`config.mk`:
```
export PLATFORM = sky130hd
export DESIGN_NAME = upward_counter
export DESIGN_NICKNAME = d
export VERILOG_FILES = /design/src/rtl/upward_counter_pkg.sv /design/src/rtl/upward_counter.sv
export SDC_FILE = /design/constraint.sdc
export NUM_CORES = 1
export LEC_CHECK = 0
export CAP_MARGIN = 20
export CORE_AREA = 2 2 39 41
export DETAILED_ROUTE_END_ITERATION = 8
export DIE_AREA = 0 0 41 43
export HOLD_SLACK_MARGIN = 0.08
export SETUP_SLACK_MARGIN = 0.2
export SKIP_CTS_REPAIR_TIMING = 1
export SYNTH_ARGS = -nofsm -noshare
export SYNTH_HDL_FRONTEND = slang
export SYNTH_SLANG_ARGS = --single-unit
```
`constraint.sdc`:
```
create_clock -name clk -period 2.3 [get_ports clk]
set_clock_uncertainty 0.15 [all_clocks]
set_input_delay 0.46 -clock clk [delete_from_list [all_inputs] [get_ports clk]]
set_output_delay 0.46 -clock clk [all_outputs]
set_load 0.1 [all_outputs]
```
`src/rtl/upward_counter_pkg.sv`:
```
// Shared constants and the next-state helper for the modulo up-counter and
// the time-of-day chains built from it.
package upward_counter_pkg;

    localparam int unsigned DEFAULT_WIDTH = 6;

    // Terminal values for a seconds/minutes/hours chain.
    localparam int unsigned SEC_LIMIT  = 59;
    localparam int unsigned MIN_LIMIT  = 59;
    localparam int unsigned HOUR_LIMIT = 23;

    typedef enum logic [1:0] {
        CNT_HOLD = 2'd0,
        CNT_WRAP = 2'd1,
        CNT_INC  = 2'd2
    } cnt_op_e;

    // Non-reset action for one edge. The wrap test is >=, so a limit lowered
    // below the current count still brings the counter back to 0.
    function automatic cnt_op_e cnt_op(input logic en, input logic at_limit);
        if (!en)
            return CNT_HOLD;
        else if (at_limit)
            return CNT_WRAP;
        else
            return CNT_INC;
    endfunction

endpackage

```
`src/rtl/upward_counter.sv`:
```
// Synchronous modulo up-counter: counts 0..limit on enabled edges, then wraps.
// tc is a combinational carry meant to enable the next stage of a chain.
module upward_counter
    import upward_counter_pkg::*;
#(
    parameter int WIDTH = DEFAULT_WIDTH
) (
    input  logic             clk,
    input  logic             reset,
    input  logic             en,
    input  logic [WIDTH-1:0] limit,
    output logic [WIDTH-1:0] count,
    output logic             tc
);

    // Declaration init keeps an un-reset counter at 0 rather than X.
    logic [WIDTH-1:0] count_q = '0;
    logic [WIDTH-1:0] count_d;
    logic             at_limit;
    cnt_op_e          op;

    assign at_limit = (count_q >= limit);
    assign op       = cnt_op(en, at_limit);

    always_comb begin
        count_d = count_q;
        unique case (op)
            CNT_HOLD: count_d = count_q;
            CNT_WRAP: count_d = '0;
            CNT_INC:  count_d = count_q + WIDTH'(1);
            default:  count_d = count_q;
        endcase
    end

    always_ff @(posedge clk) begin
        if (reset)
            count_q <= '0;
        else
            count_q <= count_d;
    end

    assign count = count_q;
    assign tc    = en & at_limit;

`ifndef SYNTHESIS
    logic             chk_vld_q  = 1'b0;
    logic [WIDTH-1:0] lim_prev_q = '0;

    always_ff @(posedge clk) begin
        chk_vld_q  <= reset | en;
        lim_prev_q <= limit;
    end

    // Once the counter has been reset or stepped against a limit that has not
    // moved since, it must sit at or below that limit.
    always @(negedge clk) begin
        if (chk_vld_q && (limit == lim_prev_q))
            assert (count_q <= limit)
            else $error("upward_counter: count %0d above limit %0d", count_q, limit);
        assert (tc == (en & (count_q >= limit)))
        else $error("upward_counter: tc inconsistent with en/count/limit");
    end
`endif

endmodule

```
==> impl_metrics.tcl, run 1 <==
set metrics [dict create \
    run_status "complete, no violations" \
    initial_core_util 0.3409 \
    period_minus_slack_ns 2.169 \
    ranking_of_synthesized_cells_by_area "dfxtp_1 25%, ha_1 19%, xor2_1 5.6%" \
    detailroute.via_count 456 \
    seq_area_um2 140.1 \
    areaGrowthSynthToFinish_pct 81.43 \
    clockBufferDepth 2 \
    layout-drive-gt1-share 0.6296 \
    crit_path_max_fo 4 \
    fmaxAchievable_mhz 461.1 \
    fillCellCount 116 \
    hpwl_um 804.5 \
    synth.net_count 65 \
    max-vdd-ir-drop_mv 0.3299 \
    critPathLaunchType "flip-flop" \
    final-instance-count-excl-fill 97 \
    placement.cell_area_um2 729.5 \
    totalWireLength_um 1028 \
    syn-cell-area_um2 471.7 \
    max_slew_margin 0.7931 \
    ctsHtreeMaxLevel 1 \
    slew_worst_pin_ns 0.3093 \
    grt_use_met3 0.01571 \
    synth_edf_count 0 \
    final_setup_violation_count 0 \
    port_buffers 15 \
    maxcap_violations 0 \
    clock_insertion_delay_worst_skew_ns 0.25 \
    core-area_um2 1384 \
    overall_power_w 0.0003301 \
    placed_cells_incl_taps 88 \
    syn-mean-instance-area_um2 9.627 \
    seq_area_frac_synth 0.2546 \
    wire_length_of_the_first_global_routing_pass_um 1731 \
    clock_sink_count 6 \
    place.gp.congestion 0.6722 \
    power.density_nw_per_um2 385.7 \
    timing.final.crit_share 0.9430 \
    finish.net_count 98 \
    width_of_the_chip_um 41 \
    grt_util_met1 0.1871 \
    hp-class "flip-flop to flip-flop" \
    element_type_at_the_critical_path_end "output pin" \
    yosys_warnings 0 \
    detailedRoute.firstIterationViolations 1 \
    critPathKind "flip-flop to output pin" \
    die_area_um2 1763 \
    largest_reg_flops 6 \
    antenna_found_initial 0 \
    ioPinCount 16 \
    cts_tree "built" \
    yosys.cell_count.top_type "ha_1" \
    required_ns 1.69 \
    arrival_time_of_data_at_the_critical_path_endpoint_ns 1.56 \
    grt_pass1_vias 431 \
    num_antenna_cells 0 \
    leakage_nw 0.4120 \
    dominantRegCellSynth "dfxtp_1" \
    avgViaCountPerCell 4.701 \
    num_rows 14 \
    met2_usage_grt 0.2156 \
    asyncSetResetFlopFracSynth 0 \
    finalHoldViolCount 0 \
    synth.cells.most_frequent "7 x ha_1, 6 x dfxtp_1, 6 x inv_1, 6 x nand2_1" \
    finalInstanceArea_um2 855.8 \
    detail_route.first_pass.iterations 2 \
    grt_start_max_net_pins 8 \
    gr-max-usage-layer "met2" \
    global_route.overflow_total 0 \
    grt_usage 0.1457 \
    number_of_synthesized_register_bits 6 \
    setup_repair_after_global_routing_missed_its_margin "yes" \
    floorplan_die_height_um 43 \
    final_antenna_net_count 0 \
    final_core_util 0.6184 \
    route.detailed.drc 0 \
    timing.setup.tns_ns 0 \
    detail_route.wl_per_cell_um 10.60 \
    clkSlewWorstSetupHoldPaths_ns 0.05 \
    post_synthesis_instance_total 49 \
    multi_input_area_um2 387.9 \
    root_buffer "clkbuf_4" \
    netlist.top_cell.by_area "dfxtp_1" \
    slew_violations 0 \
    synth_cell_type_count 22 \
    cts_buffers 3 \
    netlist.area_leader.share 0.2546 \
]
placed cells by master, fill, tap and decap left out:
master,count
clkbuf_2,1
buf_4,19
nor3_1,3
o31ai_2,1
nand2_1,6
buf_12,1
nor2_2,1
o41ai_2,1
nor2_1,1
xor2_1,3
dfxtp_2,1
dlymetal6s2s_1,6
a21oi_4,1
clkbuf_1,1
ha_4,5
nand4_2,1
dfxtp_4,5
inv_4,1
clkdlybuf4s50_1,1
nand2b_4,1
xnor2_1,1
inv_2,5
nor3_2,1
ha_1,2
o221ai_2,1
nand4_1,2
inv_1,1
clkbuf_4,3
a21oi_1,2
o22a_2,1
o31ai_4,1
nand3_1,1
cell families after synthesis:
family,share of synthesized area
simple gates,0.2148
compound gates,0.2149
buf+inv,0.05569
fa+ha+maj,0.1857
flops,0.2547
xor+xnor,0.07428
where the power goes:
group	internal [W]	switching, W	total, W	leakage [nW]
registers	0.000103	0.00000590	0.000109	0.0530
logic	0.0000530	0.0000596	0.000113	0.344
clock network	0.0000660	0.0000423	0.000108	0.0150
total	0.000222	0.000108	0.000330	0.412
through the flow:
stage | hold slack [ns] | worst slack (ns)
3_5_place_dp | 0.3372 | -0.2904
5_1_grt | 0.4018 | 0.08505
2_1_floorplan | 0.3716 | -0.2625
6_report | 0.3728 | 0.1311
3_3_place_gp | 0.3363 | -0.2641
4_1_cts | 0.3443 | -0.2997
critical path, stage by stage (launching register included):
cell and delay, ns:
dfxtp_4 0.37, inv_4 0.04, ha_4 0.24, nand2b_4 0.11, a21oi_4 0.06, o31ai_4 0.28, buf_12 0.21
path summary, 6_finish.rpt:
check | from | end | slack, ns | depth (start not counted)
min reg2reg | count[1]$_SDFFE_PP0P_ | count[1]$_SDFFE_PP0P_ | 0.37 | 2
max | count[0]$_SDFFE_PP0P_ | tc | 0.13 | 6
max reg2reg | count[0]$_SDFFE_PP0P_ | count[1]$_SDFFE_PP0P_ | 0.58 | 8
min | count[1]$_SDFFE_PP0P_ | count[1]$_SDFFE_PP0P_ | 0.37 | 2
per-layer routing:
layer | vias to the layer above | share of wire
met2 | 8 | 0.45
met1 | 202 | 0.49
met5 | - | 0
met3 | 4 | 0.027
met4 | 0 | 0.033
li1 | 242 | -
cell type report:
cell class	instances	share of cell area
clock buffers	4	0.03070
repair buffers	28	0.2953
multi-input cells	36	0.4532
well taps	16	0.02339
flip-flops and latches	6	0.1637
inverters	7	0.03363
No activity file was read; power rests on OpenSTA's default activity.
==> inputs of run 2 (changes only) <==
Settings changed: GPL_ROUTABILITY_DRIVEN from default to 0, PLACE_DENSITY_LB_ADDON from default to 0.3, SETUP_SLACK_MARGIN 0.2 to default.
==> impl_metrics.tcl, run 2 (synthesized netlist as in run 1, its figures left out) <==
set metrics [dict create \
    worstPathCellList "clkdlybuf4s50_1 -> inv_2 -> o22a_2 -> o31ai_4 -> buf_12" \
    detail_route.first_pass.iterations 4 \
    critPathKind "input pin to output pin" \
    num_antenna_cells 0 \
    areaGrowthSynthToFinish_pct 69.76 \
    placement.cell_area_um2 714.4 \
    num_rows 14 \
    avgViaCountPerCell 4.714 \
    antenna_found_initial 0 \
    element_type_at_the_critical_path_end "output pin" \
    clock_insertion_delay_worst_skew_ns 0.24 \
    initial_core_util 0.3409 \
    ff2ff_path_depth 8 \
    width_of_the_chip_um 41 \
    detailedRoute.firstIterationViolations 7 \
    finish.net_count 92 \
    port_buffers 15 \
    largest_reg_flops 6 \
    totalWireLength_um 1095 \
    arrival_time_of_data_at_the_critical_path_endpoint_ns 1.63 \
    period_minus_slack_ns 2.239 \
    grt_start_max_net_pins 8 \
    max-vdd-ir-drop_mv 0.2837 \
    power.density_nw_per_um2 389.9 \
    core-area_um2 1384 \
    maxcap_violations 0 \
    die_area_um2 1763 \
    wire_length_of_the_first_global_routing_pass_um 1731 \
    max_slew_margin 0.7925 \
    ctsHtreeMaxLevel 1 \
    finalInstanceArea_um2 800.8 \
    cts_tree "built" \
    slew_violations 0 \
    clockBufferDepth 2 \
    most_used_cells_in_the_layout_excluding_fill_and_tap_cells "13 x buf_4, 6 x inv_2, 6 x nand2_1, 6 x dlymetal6s2s_1, 5 x dfxtp_4" \
    route.detailed.drc 0 \
    global_route.overflow_total 0 \
    grt_pass1_vias 445 \
    whs_path_depth 1 \
    detail_route.wl_per_cell_um 12.03 \
    cts_buffers 3 \
    most_common_library_cell_in_the_layout_ignoring_fill_and_taps "buf_4" \
    cpPeakStageDelay_ns 0.52 \
    layout-drive-gt1-share 0.5733 \
    run_status "complete, no violations" \
    timing.final.crit_share 0.9736 \
    overall_power_w 0.0003122 \
    hp-class "flip-flop to flip-flop" \
    finalHoldViolCount 0 \
    fmaxAchievable_mhz 446.6 \
    detailroute.via_count 429 \
    hpwl_um 864.5 \
    root_buffer "clkbuf_4" \
    crit_path_max_fo 3 \
    final_antenna_net_count 0 \
    clkSlewWorstSetupHoldPaths_ns 0.04 \
    critPathLaunchType "input pin" \
    worst_path_max_delay_cell "clkdlybuf4s50_1" \
    final-instance-count-excl-fill 91 \
    floorplan_die_height_um 43 \
    final_core_util 0.5787 \
    grt_usage 0.1419 \
    placed_cells_incl_taps 86 \
    clock_sink_count 6 \
    ioPinCount 16 \
    whs_ns 0.3428 \
    leakage_nw 0.3816 \
    slew_worst_pin_ns 0.3102 \
    required_ns 1.69 \
    final_setup_violation_count 0 \
]
==> run 2: final timing paths <==
| check | startpoint | endpoint | slack, ns |
|---|---|---|---|
| setup / recovery | en | tc | 0.06 |
| hold / removal | count[0]$_SDFFE_PP0P_ | count[0]$_SDFFE_PP0P_ | 0.34 |
| setup reg to reg | count[0]$_SDFFE_PP0P_ | count[2]$_SDFFE_PP0P_ | 0.50 |
| hold reg to reg | count[0]$_SDFFE_PP0P_ | count[0]$_SDFFE_PP0P_ | 0.34 |
==> run 2: metal layers <==
layer,track usage,part of all wire
met1,0.1845,0.42
met3,0.01571,0.030
met2,0.2156,0.54
met5,0,0
met4,0.08000,0
==> run 2: report_power, final <==
| part | internal, W | switching [W] | leakage [nW] |
|---|---|---|---|
| Clock | 0.0000656 | 0.0000369 | 0.0150 |
| Combinational | 0.0000431 | 0.0000567 | 0.314 |
| Sequential | 0.000103 | 0.00000633 | 0.0530 |
| Total | 0.000212 | 0.0000999 | 0.382 |
==> run 2: through the flow <==
step,setup slack [ns],setup TNS [ns]
global route,-0.002396,-0.002396
global placement,-0.2616,-0.2616
finish,0.06075,0
floorplan,-0.2625,-0.4856
detailed placement,-0.2762,-0.2762
CTS,-0.2899,-0.2899
==> run 2: area by class of cell <==
| cell class | count | area, µm² |
|---|---|---|
| inverters | 7 | 26.28 |
| multi-input cells | 36 | 375.4 |
| flip-flops and latches | 6 | 140.1 |
| clock buffers | 4 | 26.28 |
| fillers | 133 | 583.1 |
| well taps | 16 | 20.02 |
| repair buffers | 22 | 212.7 |
==> run 2: critical path: cells and delay by family <==
family                 cells  cell delay, ns
buffers and inverters      3            0.81
AOI/OAI and AO/OA          2            0.34
